<file path="src/rtl/vga_text_pkg.sv">
// Shared types and constants for the text-mode renderer: glyph geometry, pipeline depth,
// tile-map word layout and the 16-entry CGA palette (12-bit RGB, red in the top nibble).
package vga_text_pkg;

    localparam int GLYPH_W  = 8;
    localparam int GLYPH_H  = 8;
    localparam int PIPE_LAT = 3;

    typedef struct packed {
        logic [3:0] bg;
        logic [3:0] fg;
        logic [7:0] chr;
    } map_word_t;

    localparam logic [11:0] PALETTE [16] = '{
        12'h000, 12'h00A, 12'h0A0, 12'h0AA,
        12'hA00, 12'hA0A, 12'hA50, 12'hAAA,
        12'h555, 12'h55F, 12'h5F5, 12'h5FF,
        12'hF55, 12'hF5F, 12'hFF5, 12'hFFF
    };

endpackage

</file>
<file path="src/rtl/vga_delay_line.sv">
// Fixed-depth shift register keeping side-band bits aligned with the pixel pipeline.
// Latency DEPTH cycles; no backpressure, advances every cycle; reset clears every stage.
module vga_delay_line #(
    parameter int WIDTH = 1,
    parameter int DEPTH = 1
) (
    input  logic             i_pix_clk,
    input  logic             i_reset,
    input  logic [WIDTH-1:0] i_dat,
    output logic [WIDTH-1:0] o_dat
);

    logic [WIDTH-1:0] sr [DEPTH];

    always_ff @(posedge i_pix_clk) begin
        if (i_reset) begin
            for (int i = 0; i < DEPTH; i++) sr[i] <= '0;
        end else begin
            sr[0] <= i_dat;
            for (int i = 1; i < DEPTH; i++) sr[i] <= sr[i-1];
        end
    end

    assign o_dat = sr[DEPTH-1];

endmodule

</file>
<file path="src/rtl/vga_text_renderer.sv">
// Text-mode pixel pipeline: timing coords -> tile map -> font row -> palette RGB, syncs delayed to match.
// Latency 3 cycles input->RGB/sync; no backpressure. Optional underline cursor under VGA_TEXT_CURSOR_EN.
module vga_text_renderer
    import vga_text_pkg::*;
#(
    parameter int H_PIX        = 800,
    parameter int V_PIX        = 600,
    parameter int COLS         = H_PIX / GLYPH_W,
    parameter int ROWS         = V_PIX / GLYPH_H,
    parameter int MAP_AW       = 13,
    parameter bit SYNC_ACT_LVL = 1'b1
) (
    input  logic              i_pix_clk,
    input  logic              i_reset,
    input  logic [15:0]       i_horz_coord,
    input  logic [15:0]       i_vert_coord,
    input  logic              i_in_active,
    input  logic              i_horz_sync,
    input  logic              i_vert_sync,
`ifdef VGA_TEXT_CURSOR_EN
    input  logic [6:0]        i_cursor_col,
    input  logic [6:0]        i_cursor_row,
    input  logic              i_cursor_on,
`endif
    output logic [MAP_AW-1:0] o_map_addr,
    input  logic [15:0]       i_map_data,
    output logic [10:0]       o_font_addr,
    input  logic [7:0]        i_font_data,
    output logic [3:0]        o_red,
    output logic [3:0]        o_green,
    output logic [3:0]        o_blue,
    output logic              o_horz_sync,
    output logic              o_vert_sync
);

    logic [31:0] col_w, row_w;
    logic        in_area, act_in;
    map_word_t   map_w;

    assign col_w   = {19'd0, i_horz_coord[15:3]};
    assign row_w   = {19'd0, i_vert_coord[15:3]};
    // Off-screen coords must never light a pixel, even if the generator claims active.
    assign in_area = (col_w < 32'(COLS)) && (row_w < 32'(ROWS));
    assign act_in  = i_in_active && in_area;
    assign map_w   = map_word_t'(i_map_data);

    logic       hs_d2, vs_d2, act_d2;
    logic [2:0] hx_d2, vy_d1;

    vga_delay_line #(.WIDTH(6), .DEPTH(PIPE_LAT - 1)) u_side_dly (
        .i_pix_clk (i_pix_clk),
        .i_reset   (i_reset),
        .i_dat     ({i_horz_sync, i_vert_sync, act_in, i_horz_coord[2:0]}),
        .o_dat     ({hs_d2, vs_d2, act_d2, hx_d2})
    );

    vga_delay_line #(.WIDTH(3), .DEPTH(1)) u_row_dly (
        .i_pix_clk (i_pix_clk),
        .i_reset   (i_reset),
        .i_dat     (i_vert_coord[2:0]),
        .o_dat     (vy_d1)
    );

    logic cur_ul;

`ifdef VGA_TEXT_CURSOR_EN
    logic [7:0] frame_cnt;
    logic       vs_prev, cur_tile_d1, cur_d2;

    always_ff @(posedge i_pix_clk) begin
        if (i_reset) begin
            frame_cnt   <= 8'd0;
            vs_prev     <= 1'b0;
            cur_tile_d1 <= 1'b0;
            cur_d2      <= 1'b0;
        end else begin
            vs_prev <= i_vert_sync;
            if (i_vert_sync && !vs_prev) frame_cnt <= frame_cnt + 8'd1;
            cur_tile_d1 <= i_cursor_on && frame_cnt[5] &&
                           (col_w == 32'(i_cursor_col)) && (row_w == 32'(i_cursor_row));
            // Underline occupies the bottom two glyph rows of the cursor tile.
            cur_d2 <= cur_tile_d1 && (vy_d1[2:1] == 2'b11);
        end
    end

    assign cur_ul = cur_d2;
`else
    assign cur_ul = 1'b0;
`endif

    logic [3:0]  fg_d2, bg_d2;
    logic        pix_on;
    logic [11:0] rgb_q;

    assign pix_on = i_font_data[3'd7 - hx_d2] | cur_ul;

    always_ff @(posedge i_pix_clk) begin
        if (i_reset) begin
            o_map_addr  <= '0;
            o_font_addr <= '0;
            fg_d2       <= 4'd0;
            bg_d2       <= 4'd0;
            rgb_q       <= 12'h000;
            o_horz_sync <= ~SYNC_ACT_LVL;
            o_vert_sync <= ~SYNC_ACT_LVL;
        end else begin
            o_map_addr  <= MAP_AW'(row_w * 32'(COLS) + col_w);
            o_font_addr <= {map_w.chr, vy_d1};
            fg_d2       <= map_w.fg;
            bg_d2       <= map_w.bg;
            rgb_q       <= act_d2 ? PALETTE[pix_on ? fg_d2 : bg_d2] : 12'h000;
            o_horz_sync <= hs_d2 ? SYNC_ACT_LVL : ~SYNC_ACT_LVL;
            o_vert_sync <= vs_d2 ? SYNC_ACT_LVL : ~SYNC_ACT_LVL;
        end
    end

    assign o_red   = rgb_q[11:8];
    assign o_green = rgb_q[7:4];
    assign o_blue  = rgb_q[3:0];

endmodule

</file>
<file path="config.mk">
export PLATFORM = sky130hd
export DESIGN_NAME = vga_text_renderer
export DESIGN_NICKNAME = d
export VERILOG_FILES = /design/src/rtl/vga_text_pkg.sv /design/src/rtl/vga_delay_line.sv /design/src/rtl/vga_text_renderer.sv
export SDC_FILE = /design/constraint.sdc
export NUM_CORES = 1
export LEC_CHECK = 0
export BUFFER_PORTS_ARGS = -buffer_cell sky130_fd_sc_hd__buf_2
export CAP_MARGIN = 10
export CORE_MARGIN = 2
export CORE_UTILIZATION = 40
export CTS_CLUSTER_DIAMETER = 120
export CTS_CLUSTER_SIZE = 24
export DETAILED_ROUTE_END_ITERATION = 8
export GPL_TIMING_DRIVEN = 0
export PLACE_DENSITY = 0.77
export SLEW_MARGIN = 20
export SYNTH_ARGS = -nofsm -noshare
export SYNTH_HDL_FRONTEND = slang
export SYNTH_SLANG_ARGS = --single-unit
</file>
<file path="constraint.sdc">
create_clock -name i_pix_clk -period 4.6 [get_ports i_pix_clk]
set_input_delay 0.92 -clock i_pix_clk [delete_from_list [all_inputs] [get_ports i_pix_clk]]
set_output_delay 0.92 -clock i_pix_clk [all_outputs]
set_load 0.01 [all_outputs]
</file>
# Word-level counts from Yosys, hierarchy flattened
# Memories as Yosys holds them, arrays and structs flattened. A register that Yosys moved wholly into a read port is not among the register bits.
# Index checks and enable logic that the tools add are counted.
[classes]
addsub = 2
mul = 1
order_cmp = 3
muxes = 12
bitwise = 4
n_reduce_logical = 4
[ops]
columns = ["operator", "n"]
rows = [
  ["$lt 13x7->1 const B", 2],
  ["$add 13x13->13", 1],
  ["$mul 13x5->11 const B", 1],
  ["$mux 6", 2],
  ["$mux 1", 7],
  ["$not 4->5", 1],
  ["$lt 3x4->1 const B", 1],
  ["$mux 4", 1],
  ["$bmux 1 s3", 1],
  ["$mux 3", 1],
  ["$reduce_or 3->1", 1],
  ["$sub 3x3->3 const A", 1],
  ["$logic_and 1x1->1", 2],
  ["$or 1x1->1", 2],
  ["$reduce_or 2->1", 1],
  ["$not 1->1", 1],
]
[totals]
ff_bits = 34
ramBits = 15
romBits = 192
in_bits = 61
output_inout_bits = 38
mem_count = 3
[mem_list]
columns = ["name", "words", "word_bits", "rd", "rd_ports_with_merged_regs", "wr", "line_no", "text"]
rows = [
  ["(no name shown)", 16, 12, 1, 1, 0, "vga_text_renderer.sv:111", "rgb_q <= act_d2 ? PALETTE[pix_on ? fg_d2 : bg_d2] : 12'h000;"],
  ["u_side_dly.sr", 2, 6, 2, 0, 2, "vga_delay_line.sv:13", "logic [WIDTH-1:0] sr [DEPTH];"],
  ["u_row_dly.sr", 1, 3, 1, 1, 1, "vga_delay_line.sv:13", ""],
]

# Logic depth before layout (Yosys ltp)
# An unclocked memory read counts as a cell.
[logic_depth]
word_depth = 6
mapped_depth = 17
depth_no_buf = 17

# Cells and area by module
# Synthesis repeated with hierarchy kept, for this count alone.
[hier_totals]
cells_unflattened = 277
hier_area_um2 = 2812.7
[modules_own_cells]
columns = ["mod", "n_inst", "cells_each", "area_each_um2"]
rows = [
  ["vga_text_renderer", 1, 240, 2322.2],
  ["vga_delay_line at u_side_dly", 1, 31, 411.6],
  ["vga_delay_line at u_row_dly", 1, 6, 78.8],
]

# Worst setup path after synthesis
# Ideal clock, no wire load.
[synth_path]
path_kind = "input to register"
start = "input i_vert_coord[5]"
end = "register o_map_addr[12]"
setup_time_ns = 0.128
arrival_ns = 3.716
path_slack_ns = 0.757
stages = 13
n_path_buf = 0
path_cell_list = "ha_1 > ha_1 > fa_1 > ha_1 > a21oi_1 > o21bai_1 > a21oi_1 > xnor2_1 > ha_1 > nor2b_1 > a311oi_2 > xnor2_1 > nor2_1"
[synth_between]
elab_chain_len = 2
[synth_rtl]
columns = ["item", "line_no", "text"]
rows = [
  ["from (decl)", "vga_text_renderer.sv:16", "input logic [15:0] i_vert_coord,"],
  ["$mul 13x5->11", "vga_text_renderer.sv:107", "o_map_addr <= MAP_AW'(row_w * 32'(COLS) + col_w);"],
  ["$add 13x13->13", "vga_text_renderer.sv:107", ""],
  ["to (signal assigned)", "vga_text_renderer.sv:107", ""],
  ["to (decl)", "vga_text_renderer.sv:25", "output logic [MAP_AW-1:0] o_map_addr,"],
]
# Every way passes these cells.
# A chain may end at the register's enable or synchronous reset.

# Worst setup path after layout
# Same ends and word-level chain as after synthesis.

==> metrics.txt <==
status=completed; fin. max-slew vios=0; chip width=86.4 µm; clock sinks=54; P per Cell Area=380 nW/µm²; cts hold-fix bufs=0; routed len/inst=11.7 µm; largest net degree at the start of global routing=17; Area growth, synth to finish=25.8%; Sw Ratio=0.307; critical path's most frequent cell=ha_1; fin crit period=3870 ps; crit-path leading delay family=adder cells; Post-DP HPWL=4520 µm; data required time of the critical path=4790 ps; Worst slew margin=0.548; Post-Layout Cell Count=457; Clock Latency Late Sink=300 ps; CTS Buf Count=5; Via Count=2148; worst hold path class=reg2reg; simple-gate portion of the synthesized area=0.157; Die Y=86.4 µm; Syn Area/Cell=10.0 µm²; most frequent cells after synthesis=54 x dfxtp_1, 41 x nor2b_1, 33 x ha_1; P_sw=0.000399 W; Cell Rows=30; leading area contributor after synthesis=dfxtp_1; pre-CTS WS=402 ps; Slew @ Worst Pin=670 ps; cells after synthesis=271; Reg power frac=0.402; Static Leak=1.71 nW; fraction of layout cells with a size suffix above 1=0.310; initial antenna violation count=0; CP Cell Sequence=buf_2 -> ha_1 -> ha_1 -> fa_1 -> ha_1 -> a21oi_1 -> o21bai_1 -> a21oi_1 -> xnor2_1 -> ha_1 -> nor2b_1 -> a311oi_2 -> xnor2_1 -> nor2_1; clk_skew=7.96 ps; first-pass GRT wire length=8710 µm; final worst path period share=0.842; Yosys reg bits=54; GRT overflow=0; count leader, synth=dfxtp_1; total die area=7460 µm²; Antenna Nets Post-Route=0; Comb power frac=0.362; Seq/Total Area, Yosys=0.398; Pre-Repair DR Iteration Count=4; CTS H-tree lvls=2; IO Port Bufs=98; # DRC=0; synthesized area=2710 µm²; NumNets Final=476; ys flop type=dfxtp_1; crit-path max FO=5; Final Hold Vio Count=0; setup bufs post-CTS=0; Reg clk slew, reported paths=90 ps; fill count=637; RSZ-0062 raised after global routing=false; critical path capture point type=flip-flop; clock root cell=clkbuf_8; Clock Path Buffers=2; gpl congestion=0.830; GR Util All Layers=0.147; dpl cells=449; Critical Path Start Type=input port; core region area=6680 µm²; Max stage delay on crit path=480 ps; post-CTS sizing=0; initial core utilization=0.406; max frequency=258 MHz; top-area cell type share of the netlist area=0.398; Via density=4.70; Worst Path Arrival=4060 ps; Worst Slack Setup Final=728 ps; Adder-Cell Fraction of Synth Area=0.196; CTS tree=yes; Final setup viols=0; syn_nets=371; Synth cell types=34; area fraction in compound gates after synthesis=0.0941; slowest CP cell=fa_1; Fin Setup TNS=0 ps; final WL=5350 µm; 1st-iter DRT viols=55; vias in the first global route=2017; Ys Warns=0; largest family of logic cells by synthesized area=adder cells; largest cells by area after synthesis=dfxtp_1 40%, ha_1 15%, nor2b_1 9.5%, fa_1 4.4%, inv_1 3.7%; clock share of power=0.236; Pint=0.000899 W; EDFF count, synth=0; max cap viols=0; worst vdd ir=0.138 mV; antenna cells=0; crit path kind=in2reg; IO Pins=99; Post-synth ARST share=0; CP Buf/Inv Count=1; XOR/XNOR Fraction of Synth Area=0.0581; post-synthesis mux area share=0.0323
## sequential cells by signal, summed over array words and instances (netlist names)
signal and count:
bg_d2 4, o_font_addr 11, o_horz_sync 1, rgb_q 5, fg_d2 4, o_map_addr 13, o_vert_sync 1, u_row_dly.sr 3
u_side_dly.sr 12
## placed cells by master, fill, tap and decap left out, drive strengths merged, types with 2 or more instances in the layout
master,synthesis,layout
a211oi,2,2
a21o,3,3
a21oi,13,13
a311oi,2,2
a31oi,4,4
buf,7,105
clkbuf,5,11
dfxtp,54,54
fa,6,6
ha,33,33
inv,27,27
mux2i,3,3
mux4,2,2
nand2,3,3
nand2b,4,4
nor2,20,20
nor2b,41,41
nor3,2,2
nor4,3,3
o21a,2,2
o21ai,7,7
o21bai,3,3
xnor2,11,11
xor2,7,7
## cells by family after synthesis
| group | after synthesis |
|---|---|
| buffers and inverters | 39 |
| muxes | 5 |
| AOI/OAI and AO/OA | 39 |
| adders and majority gates | 39 |
| and+or+nand+nor | 77 |
| DFF | 54 |
| xor gates and xnor gates | 18 |
## area by class of cell
cell class	instances	area (µm²)	share of cell area
buffer	12	71.3	0.0209
multi-input combinational	178	1460	0.428
tap	80	100	0.0293
inverter	27	101	0.0297
clock buffer	6	72.6	0.0213
clock inverter	2	37.5	0.0110
sequential	54	1080	0.317
timing repair buffer	98	490	0.144
## power groups by stage
stage	sequential, W	combinational, W	clock (W)
floorplan	0.000552	0.000326	0
global placement	0.000532	0.000457	0
detailed placement	0.000534	0.000469	0
CTS	0.000523	0.000473	0.000313
global route	0.000526	0.000531	0.000333
finish	0.000522	0.000470	0.000306
## layer usage
layer,part of all wire,GRT usage,up-vias
met4,0.018,0.0469,0
li1,-,-,1098
met1,0.42,0.169,959
met5,0,0,-
met2,0.48,0.269,82
met3,0.078,0.0362,9
## per-stage QoR
step | util | total power [W] | hold WS (ps) | area (µm²)
finish | 0.511 | 0.00130 | 444 | 3410
global route | 0.511 | 0.00139 | 459 | 3410
CTS | 0.511 | 0.00131 | 446 | 3410
detailed placement | 0.495 | 0.00100 | 425 | 3300
global placement | 0.495 | 0.000989 | 417 | 3300
floorplan | - | 0.000878 | 414 | 2710
## worst paths after layout
path,start,to,slack [ps],depth (start not counted)
worst max-delay path,i_vert_coord[5],o_map_addr[12],730,14
worst min-delay path,u_side_dly.sr[0][10],o_vert_sync,440,1
worst max register to register,u_side_dly.sr[0][6],rgb_q[7],2940,5
worst min register to register,u_side_dly.sr[0][10],o_vert_sync,440,1
Note: power is estimated with default switching activity, not from simulation.
